===== src/rtl/ram_arbiter.sv =====
// ram_arbiter: two-port round-robin arbiter in front of a single-port
// 32-bit synchronous RAM. One transaction in flight at a time; each takes
// three cycles (IDLE sample, ACCESS, DONE/ack).
//
// Ports:
//   clk, rst            clock, synchronous active-low reset
//   mN_req/we/addr/wdata  requester N inputs (byte address, held until ack)
//   mN_rdata/ack/err      requester N completion (valid while ack = 1)
//   ram_addr/we/din       RAM command; ram_dout returns the cycle after ram_addr
//   busy                  FSM not in IDLE
//   grant_cnt0/1          saturating completed-transaction counters
//
// state  | meaning
// IDLE   | sample requests, arbitrate, latch the winner's command
// ACCESS | drive the latched command to the RAM
// DONE   | ack the granted port with read data / range error
module ram_arbiter #(
    parameter int ADDR_W = 10,
    parameter int CNT_W  = 16
) (
    input  logic              clk,
    input  logic              rst,
    input  logic              m0_req,
    input  logic              m0_we,
    input  logic [31:0]       m0_addr,
    input  logic [31:0]       m0_wdata,
    output logic [31:0]       m0_rdata,
    output logic              m0_ack,
    output logic              m0_err,
    input  logic              m1_req,
    input  logic              m1_we,
    input  logic [31:0]       m1_addr,
    input  logic [31:0]       m1_wdata,
    output logic [31:0]       m1_rdata,
    output logic              m1_ack,
    output logic              m1_err,
    output logic [ADDR_W-1:0] ram_addr,
    output logic              ram_we,
    output logic [31:0]       ram_din,
    input  logic [31:0]       ram_dout,
    output logic              busy,
    output logic [CNT_W-1:0]  grant_cnt0,
    output logic [CNT_W-1:0]  grant_cnt1
);

    typedef enum logic [1:0] {IDLE, ACCESS, DONE} state_t;

    state_t      state, state_nx;
    logic        grant, grant_nx;
    logic        last_grant;
    logic        we_q;
    logic [31:2] addr_q;
    logic [31:0] wdata_q;
    logic        in_range;
    logic        take;

    // Byte-lane bits are not used: the RAM is word addressed.
    logic        unused_lane_bits;
    assign unused_lane_bits = ^{m0_addr[1:0], m1_addr[1:0]};

    assign in_range = (addr_q[31:ADDR_W+2] == '0);
    assign take     = (state == IDLE) && (m0_req || m1_req);

    always_comb begin
        state_nx = state;
        grant_nx = grant;
        case (state)
            IDLE: begin
                if (m0_req && m1_req) begin
                    grant_nx = ~last_grant;
                    state_nx = ACCESS;
                end else if (m0_req) begin
                    grant_nx = 1'b0;
                    state_nx = ACCESS;
                end else if (m1_req) begin
                    grant_nx = 1'b1;
                    state_nx = ACCESS;
                end
            end
            ACCESS:  state_nx = DONE;
            DONE:    state_nx = IDLE;
            default: state_nx = IDLE;
        endcase
    end

    always_ff @(posedge clk) begin
        if (!rst) begin
            state      <= IDLE;
            grant      <= 1'b1;
            last_grant <= 1'b1;
            we_q       <= 1'b0;
            addr_q     <= '0;
            wdata_q    <= '0;
            grant_cnt0 <= '0;
            grant_cnt1 <= '0;
        end else begin
            state <= state_nx;
            grant <= grant_nx;
            if (take) begin
                we_q    <= grant_nx ? m1_we          : m0_we;
                addr_q  <= grant_nx ? m1_addr[31:2]  : m0_addr[31:2];
                wdata_q <= grant_nx ? m1_wdata       : m0_wdata;
            end
            if (state == DONE) begin
                last_grant <= grant;
                if (!grant && grant_cnt0 != {CNT_W{1'b1}})
                    grant_cnt0 <= grant_cnt0 + 1'b1;
                if (grant && grant_cnt1 != {CNT_W{1'b1}})
                    grant_cnt1 <= grant_cnt1 + 1'b1;
            end
        end
    end

    // addr_q/wdata_q only change when a new grant is taken, so the RAM
    // command lines hold their last values outside ACCESS.
    assign ram_addr = addr_q[ADDR_W+1:2];
    assign ram_din  = wdata_q;
    // Gated by rst so a reset landing on ACCESS cannot commit the write.
    assign ram_we   = (state == ACCESS) && we_q && in_range && rst;
    assign busy     = (state != IDLE);

    assign m0_ack   = (state == DONE) && !grant;
    assign m1_ack   = (state == DONE) &&  grant;
    assign m0_err   = m0_ack && !in_range;
    assign m1_err   = m1_ack && !in_range;
    assign m0_rdata = (m0_ack && !we_q && in_range) ? ram_dout : 32'h0;
    assign m1_rdata = (m1_ack && !we_q && in_range) ? ram_dout : 32'h0;

endmodule


===== config.mk =====
export PLATFORM = sky130hd
export DESIGN_NAME = ram_arbiter
export DESIGN_NICKNAME = d
export VERILOG_FILES = /design/src/rtl/ram_arbiter.sv
export SDC_FILE = /design/constraint.sdc
export NUM_CORES = 1
export LEC_CHECK = 0
export CELL_PAD_IN_SITES_DETAIL_PLACEMENT = 1
export CELL_PAD_IN_SITES_GLOBAL_PLACEMENT = 1
export CORE_AREA = 2 2 140 142
export DETAILED_ROUTE_END_ITERATION = 10
export DIE_AREA = 0 0 142 144
export PLACE_DENSITY = 0.82
export SLEW_MARGIN = 5
export SYNTH_ARGS = -nofsm -noshare
export SYNTH_HDL_FRONTEND = slang
export SYNTH_SLANG_ARGS = --single-unit

===== constraint.sdc =====
create_clock -name clk -period 5.1 [get_ports clk]
set_clock_uncertainty 0.05 [all_clocks]
set_input_delay 0.765 -clock clk [delete_from_list [all_inputs] [get_ports clk]]
set_output_delay 0.765 -clock clk [all_outputs]
set_load 0.01 [all_outputs]

==> impl_results.md, run 1 <==
- Critical hold path startpoint: grant_cnt0[12]
- Setup slack, reg-to-reg: 2.55 ns
- Drt pass-1 iters: 4
- CTS root buf: clkbuf_16
- Worst Tran Pin Value: 1.22 ns
- DRC viols: 0
- Worst reg2reg endpoint: ram_din[20]
- Total Routed Length: 18600 um
- Placed cells: 1139
- CP arrival: 2.82 ns
- Die area: 20400 um^2
- Later-pin clock latency in the skew report: 0.35 ns
- Min-delay worst type: reg2reg
- Initial antenna violation count: 0
- Max-slew headroom: 0.181
- Sequential-to-total area share from yosys stat: 0.396
- Synth Warn #: 0
- Part of the cycle the worst path needs: 0.713
- FF+latch count, synth: 99
- Starting Density: 0.263
- Crit end category: output port
- EDFF count, synth: 0
- Fraction of layout instances using a drive strength above 1: 0.0437
- Unrepaired setup endpoints after global routing: false
- CTS hold repair buffers: 0
- Overall power: 2.07 mW
- Final Hold Viols: 0
- I/O pin count: 310
- IO buf count: 305
- Die Wd: 142 um
- H-tree Lvls: 3
- Vias: 5444
- Post-synth ARST share: 0
- Global route total overflow: 0
- Crit path max fanout: 32
- Gpl congestion: 0.749
- Placed inst area: 8190 um^2
- Peak VDD IR: 148 uV
- Total GRT Usage: 0.174
- Syn_area_per_cell: 7.77 um^2
- Worst r2r src: state[1]
- First-pass GRT wire length: 28400 um
- Vias/cell: 4.72
- P_leak: 3.28 nW
- # Post-CTS Setup Buffers: 0
- Outcome: complete, no violations
- CP startpoint kind: flip-flop
- Critical path start-end classification: reg2out
- Net Count, Synth: 813
- Vias in the first global route: 5334
- Gate Count Post-Synth: 645
- Die span in y: 144 um
- Hold Path Sink: grant_cnt0[12]
- Non-filler cells, final: 1154
- Num CTS Buffers: 9
- Final Setup Violations: 0
- Wire per inst: 16.1 um
- Post-CTS sizing: 0
- Final worst path period need: 3.64 ns
- CTS Sinks: 99
- Std-Cell Rows: 51
- Post-detail-place hpwl: 13600 um
- CTS Buffer Depth: 2
- Hold depth: 2
- TritonCTS clock tree: yes
- Critical Path RT: 4.28 ns
- Fmax: 275 MHz
- Pins over their slew limit: 0
- Largest net degree at the start of global routing: 105
- Yosys cell types: 43
- Worst-path clk slew: 0.07 ns
- Fin area: 8490 um^2
- Cell area power density: 244 nW/um^2
- Final #Nets: 1080
- N_diodes: 0
- P&R area growth vs syn: 69.5%
- Primary FF master, synth: dfxtp_1
- Worst-case reg-to-reg path depth: 6
- Core Area: 19100 um^2
- Post-synthesis cell area: 5010 um^2
- Fin util: 0.445
- Max-capacitance violation count: 0
- Violation count after the first detailed-route iteration: 208
- Setup TNS: 0 ns
- Detail Route Antenna Nets: 0
==> cell families (layout without fill, tap and decap cells) <==
family	count (synthesis)	after routing	synth area share
compound gates	143	143	0.168
xor+xnor	22	22	0.0385
fa+ha+maj	2	2	0.00500
buf+inv	60	331	0.0562
flops	99	99	0.396
mux	4	4	0.00799
simple gates	315	315	0.329
==> cell type report <==
class | count | area (um^2)
fillers | 2260 | 10600
clock buffers | 10 | 239
flip-flops and latches | 99 | 1980
multi-input cells | 486 | 2780
inverters | 5 | 23.8
repair buffers | 311 | 3110
well taps | 238 | 298
clock inverters | 5 | 62.6
==> metrics by stage <==
stage	worst slack [ns]	hold WS, ns
2_1_floorplan	2.77	0.417
3_3_place_gp	1.90	0.441
3_5_place_dp	1.85	0.449
4_1_cts	1.45	0.461
5_1_grt	1.26	0.490
6_report	1.47	0.460
==> where the power goes <==
part,switching (mW),internal (mW),total (mW)
Sequential,0.0364,0.840,0.876
Combinational,0.228,0.254,0.482
Clock,0.317,0.394,0.711
Total,0.581,1.49,2.07
==> how the worst max path moves through the flow <==
stage | startpoint | end | slack (ns) | depth (start not counted)
global placement | addr_q[26] | m0_rdata[1] | 1.90 | 6
global route | addr_q[26] | m1_rdata[7] | 1.26 | 6
floorplan | addr_q[26] | m1_rdata[10] | 2.77 | 5
finish | addr_q[26] | m0_rdata[1] | 1.47 | 6
CTS | addr_q[26] | m0_rdata[1] | 1.45 | 6
detailed placement | addr_q[26] | m0_rdata[1] | 1.85 | 6
==> routing by layer <==
metal  GRT usage  share of wire  vias to the layer above
li1            -              -                     2748
met1       0.217           0.44                     2543
met2       0.298           0.50                      139
met3      0.0510          0.053                       14
met4      0.0411          0.013                        0
met5           0              0                        -
==> critical path, stage by stage (launching register included) <==
cell and delay [ns]:
dfxtp_1 0.32, nor4_1 0.54, nand2_1 0.26, nor4_4 0.29
buf_4 0.31, and2_1 0.16, clkdlybuf4s50_1 0.58
==> placed cells by master (no fill, tap or decap), types with 2 or more instances in the layout <==
cell	n
nand4_1	8
clkinvlp_4	2
mux2i_1	4
nor4_1	11
and2_1	88
nor4_2	4
clkdlybuf4s50_1	304
nand2_1	148
clkbuf_16	9
a21boi_0	2
nand3_1	16
nand2b_1	5
o21ai_0	67
inv_1	4
nor3b_1	2
nor3_1	6
xnor2_1	3
and3_1	3
buf_4	5
clkinv_4	2
ha_1	2
and4_1	4
nor3_2	3
nor2_1	7
a21oi_1	3
dfxtp_1	99
xor2_1	19
a31oi_1	64
==> synthesized netlist by cell type (2+ instances only) <==
library cell  count  area (um^2)
nand2_1         148          556
dfxtp_1          99         1980
and2_1           88          551
o21ai_0          67          335
a31oi_1          64          400
clkbuf_1         34          128
xor2_1           19          166
nand3_1          16         80.1
nor4_1           12         75.1
buf_2            11         55.1
buf_4            10         75.1
nand4_1           8         50.1
nor2_1            7         26.3
nor3_1            6         30.0
nand2b_1          5         31.3
and4_1            4         35.0
inv_1             4         15.0
mux2i_1           4         40.0
nor4_2            4         50.1
a21oi_1           3         15.0
and3_1            3         18.8
nor3_2            3         30.0
xnor2_1           3         26.3
a21boi_0          2         15.0
ha_1              2         25.0
nor3b_1           2         15.0
==> flip-flops by register name (all words and copies together), names as in the netlist <==
register and count:
ram_din 32, state 2, addr_q 30, last_grant 1, grant 1, grant_cnt0 16
we_q 1, grant_cnt1 16
(Power assumes the default switching activity.)
==> inputs of run 2 (changes only) <==
- CORE_AREA: 2 2 140 142 -> 2 2 151 153
- DIE_AREA: 0 0 142 144 -> 0 0 153 155
- PLACE_DENSITY: 0.82 -> 0.75
- clock period: 5.1 -> 2.95 ns (I/O delays scaled with it)
==> impl_results.md, run 2 (synthesis gave the netlist of run 1 again) <==
- Final Setup Violations: 0
- Vias/cell: 4.58
- Vias in the first global route: 5594
- Part of the cycle the worst path needs: 0.931
- Final worst path period need: 2.75 ns
- Max-capacitance violation count: 0
- Final Hold Viols: 0
- Die span in y: 155 um
- Placed inst area: 8310 um^2
- Setup WS pre-CTS: 0.182 ns
- Critical Path RT: 2.46 ns
- Gpl congestion: 0.744
- DRC viols: 0
- CTS Buffer Depth: 2
- Final WS setup: 0.203 ns
- Max reg flops: 32
- Cell area power density: 412 nW/um^2
- P&R area growth vs syn: 72.1%
- Largest net degree at the start of global routing: 105
- Worst Tran Pin Value: 0.948 ns
- Placed cells: 1193
- TritonCTS clock tree: yes
- Std-Cell Rows: 55
- Outcome: complete, no violations
- Post-detail-place hpwl: 14300 um
- Critical path start-end classification: reg2out
- Setup slack, reg-to-reg: 0.88 ns
- IO buf count: 305
- Initial antenna violation count: 2
- Drt pass-1 iters: 4
- Crit end category: output port
- Global route total overflow: 0
- Die area: 23700 um^2
- Num CTS Buffers: 9
- CTS root buf: clkbuf_16
- Peak VDD IR: 287 uV
- Total Routed Length: 19500 um
- Vias: 5569
- First-pass GRT wire length: 30500 um
- Filler cells: 2686
- Worst-path clk slew: 0.08 ns
- Later-pin clock latency in the skew report: 0.35 ns
- I/O pin count: 310
- Commonest non-fill, non-tap cells in the layout: 240 x clkdlybuf4s50_1, 147 x nand2_1, 99 x dfxtp_1
- Starting Density: 0.225
- Multi-input gate area: 2830 um^2
- Total GRT Usage: 0.159
- Pins over their slew limit: 0
- Non-filler cells, final: 1216
- Crit path max fanout: 16
- Die Wd: 153 um
- Wire per inst: 16.0 um
- Unrepaired setup endpoints after global routing: false
- Min-delay worst type: in2reg
- Fraction of layout instances using a drive strength above 1: 0.0635
- CP startpoint kind: flip-flop
- H-tree Lvls: 3
- Violation count after the first detailed-route iteration: 204
- Setup TNS: 0 ns
- Total area of sequential cells: 1980 um^2
- Max-slew headroom: 0.368
- Core Area: 22200 um^2
- Fin area: 8620 um^2
- Fmax: 364 MHz
- P_leak: 3.67 nW
- CP arrival: 2.25 ns
- Detail Route Antenna Nets: 0
- CTS Sinks: 99
- Most common cell after layout, fill and taps aside: clkdlybuf4s50_1
- Final #Nets: 1092
- Hold slack final: 0.355 ns
==> run 2: routing by layer <==
layer | global-route usage | wire, um | vias up
met5 | 0 | 0 | -
met4 | 0.0322 | 193 | 0
met3 | 0.0493 | 1100 | 12
met2 | 0.272 | 9520 | 142
met1 | 0.199 | 8640 | 2642
li1 | - | - | 2773
==> run 2: power by group <==
group / switching [mW] / total [mW] / internal [mW]
combinational: 0.406 / 0.864 / 0.458
sequential: 0.0679 / 1.52 / 1.45
clock: 0.579 / 1.17 / 0.589
total: 1.05 / 3.55 / 2.50
==> run 2: final cells by class <==
type,count,share of cell area
Clock inverter,7,0.00682
Antenna cell,2,0.000581
Clock buffer,9,0.0261
Inverter,5,0.00276
Sequential cell,99,0.230
Timing Repair Buffer,323,0.364
Tap cell,285,0.0414
Multi-Input combinational cell,486,0.328
==> run 2: repair_timing <==
item / CTS / global route
setup endpoints to repair: 64 / 19
cloned: 2 / 0
hold buffers: 0 / 0
pin swaps: 1 / 0
buffers inserted: 3 / 0
gates resized for setup: 74 / 3
==> run 2: path summary, 6_finish.rpt <==
kind	from	endpoint	depth (start not counted)
min	rst	state[1]	2
max	addr_q[29]	m1_rdata[13]	8
min reg2reg	last_grant	last_grant	2
max reg2reg	state[1]	addr_q[12]	6
==> run 2: per-stage QoR <==
stage	utilization	total power, mW
5_1_grt	0.388	3.77
3_3_place_gp	0.374	2.39
6_report	0.388	3.55
4_1_cts	0.387	3.62
2_1_floorplan	-	1.92
3_5_place_dp	0.374	2.41
==> run 2: worst max-delay path: stages, from the launching register on <==
cell and delay (ns):
dfxtp_1 0.34, nor4_4 0.27, buf_4 0.15, nand2_2 0.10, nor4_4 0.32, buf_4 0.17
buf_6 0.15, and2_1 0.14, dlygate4sd2_1 0.26
==> inputs of run 3 (changes only) <==
- SKIP_CTS_REPAIR_TIMING: default -> 1
==> impl_results.md, run 3 (synthesis gave the netlist of run 1 again) <==
- Worst-case reg-to-reg path depth: 6
- Placed inst area: 8310 um^2
- Global route total overflow: 0
- Cell area power density: 401 nW/um^2
- Commonest non-fill, non-tap cells in the layout: 241 x clkdlybuf4s50_1, 147 x nand2_1, 99 x dfxtp_1
- Worst-path clk slew: 0.08 ns
- Hold Path Sink: state[1]
- Fin area: 8870 um^2
- Reg power frac: 0.427
- Worst reg2reg endpoint: addr_q[12]
- CTS Sinks: 99
- Total Routed Length: 19800 um
- Max-capacitance violation count: 0
- Core Area: 22200 um^2
- Die Wd: 153 um
- Final WS setup: -0.0729 ns
- Critical Path RT: 2.46 ns
- Later-pin clock latency in the skew report: 0.35 ns
- Fraction of layout instances using a drive strength above 1: 0.0625
- Vias/cell: 4.59
- Net Sw Frac: 0.297
- Outcome: finished with violations
- CTS Buffer Depth: 2
- P_leak: 4.54 nW
- H-tree Lvls: 3
- Vias: 5576
- Slowest stage cell, crit path: clkdlybuf4s50_1
- CP arrival: 2.53 ns
- Worst Tran Pin Value: 0.946 ns
- Total GRT Usage: 0.157
- P&R area growth vs syn: 77.0%
- Setup slack, reg-to-reg: 0.89 ns
- IO buf count: 305
- TritonCTS clock tree: yes
- Final Setup Violations: 1
- Largest net degree at the start of global routing: 105
- Clk network pwr share: 0.329
- Overall power: 3.56 mW
- Die span in y: 155 um
- Vias in the first global route: 5560
- Net Switching: 1.06 mW
- Unrepaired setup endpoints after global routing: true
- Crit path max fanout: 16
- Peak VDD IR: 287 uV
- Detail Route Antenna Nets: 0
- Initial antenna violation count: 2
- Post-detail-place hpwl: 14300 um
- Max reg flops: 32
- Final #Nets: 1091
- Die area: 23700 um^2
- Logic pwr share: 0.243
- Most common cell after layout, fill and taps aside: clkdlybuf4s50_1
- DRC viols: 0
- Violation count after the first detailed-route iteration: 188
- CP startpoint kind: flip-flop
- Crit-path max cell delay: 0.53 ns
- Hold depth: 2
- Wire per inst: 16.3 um
- I/O pin count: 310
- CP Cell Sequence: nor4_4 -> buf_4 -> nand2_2 -> nor4_4 -> buf_4 -> buf_6 -> and2_1 -> clkdlybuf4s50_1
- Failing checks: negative setup slack
- First-pass GRT wire length: 30100 um
- CTS root buf: clkbuf_16
- Cell-internal power: 2.50 mW
- Final Hold Viols: 0
- Worst r2r src: state[1]
- Pins over their slew limit: 0
- Drt pass-1 iters: 4
- Critical hold path startpoint: rst
- Min-delay worst type: in2reg
- Fmax: 331 MHz
- Part of the cycle the worst path needs: 1.02
- Num CTS Buffers: 9
- Critical path start-end classification: reg2out
- Final worst path period need: 3.02 ns
- Std-Cell Rows: 55
- Max-slew headroom: 0.369
- Crit end category: output port
- Starting Density: 0.225
- Gpl congestion: 0.744
## run 3: cell types whose count changed in the layout (fill, tap and decap cells not counted)
cell / before / now
buf_6: 3 / 1
buf_4: 13 / 12
dlygate4sd2_1: 64 / 0
clkbuf_16: 9 / 10
dlymetal6s2s_1: 0 / 63
buf_8: 0 / 1
clkdlybuf4s50_1: 240 / 241
## run 3: worst max path at each step
stage                          start            to  slack [ns]  depth (start not counted)
after global routing      addr_q[26]   m1_rdata[5]       -0.21                          8
after global placement    addr_q[26]   m1_rdata[4]        0.17                          7
after detailed placement  addr_q[26]  m1_rdata[23]        0.18                          7
final                     addr_q[26]   m1_rdata[5]       -0.07                          8
after floorplan           addr_q[26]  m1_rdata[10]        0.94                          5
after CTS                 addr_q[26]  m1_rdata[23]       -0.23                          7
## run 3: final cells by class
class	count	area, um^2
inverter	5	23.8
timing repair buffer	322	3390
fill	2641	13400
sequential	99	1980
multi-input combinational	486	2830
tap	285	357
antenna	2	5.00
clock buffer	9	225
clock inverter	7	58.8
## run 3: worst max-delay path: cells and delay by family (launching register included)
family / cells / cell delay (ns)
flops: 1 / 0.34
buf+inv: 4 / 1.02
simple gates: 4 / 0.80
## run 3: layer usage
layer / vias up / GRT usage / share of wire
met5: - / 0 / 0
met2: 148 / 0.269 / 0.49
met1: 2641 / 0.195 / 0.44
met4: 0 / 0.0317 / 0.012
met3: 15 / 0.0504 / 0.055
li1: 2772 / - / -
## run 3: power by group through the flow
stage	registers [mW]	logic, mW	clock network [mW]
finish	1.52	0.866	1.17
floorplan	1.56	0.360	0
detailed placement	1.54	0.866	0
global route	1.54	0.957	1.27
CTS	1.51	0.871	1.23
global placement	1.54	0.856	0
## run 3: stage by stage
step | setup WS (ns) | TNS, ns | cells | hold slack [ns] | util
after CTS | -0.235 | -11.94 | 1209 | 0.343 | 0.387
after global routing | -0.211 | -0.211 | 1214 | 0.345 | 0.399
after detailed placement | 0.182 | 0 | 1193 | 0.451 | 0.374
after floorplan | 0.943 | 0 | 645 | 0.417 | -
after global placement | 0.168 | 0 | 1193 | 0.438 | 0.374
final | -0.0729 | -0.0729 | 1215 | 0.358 | 0.399
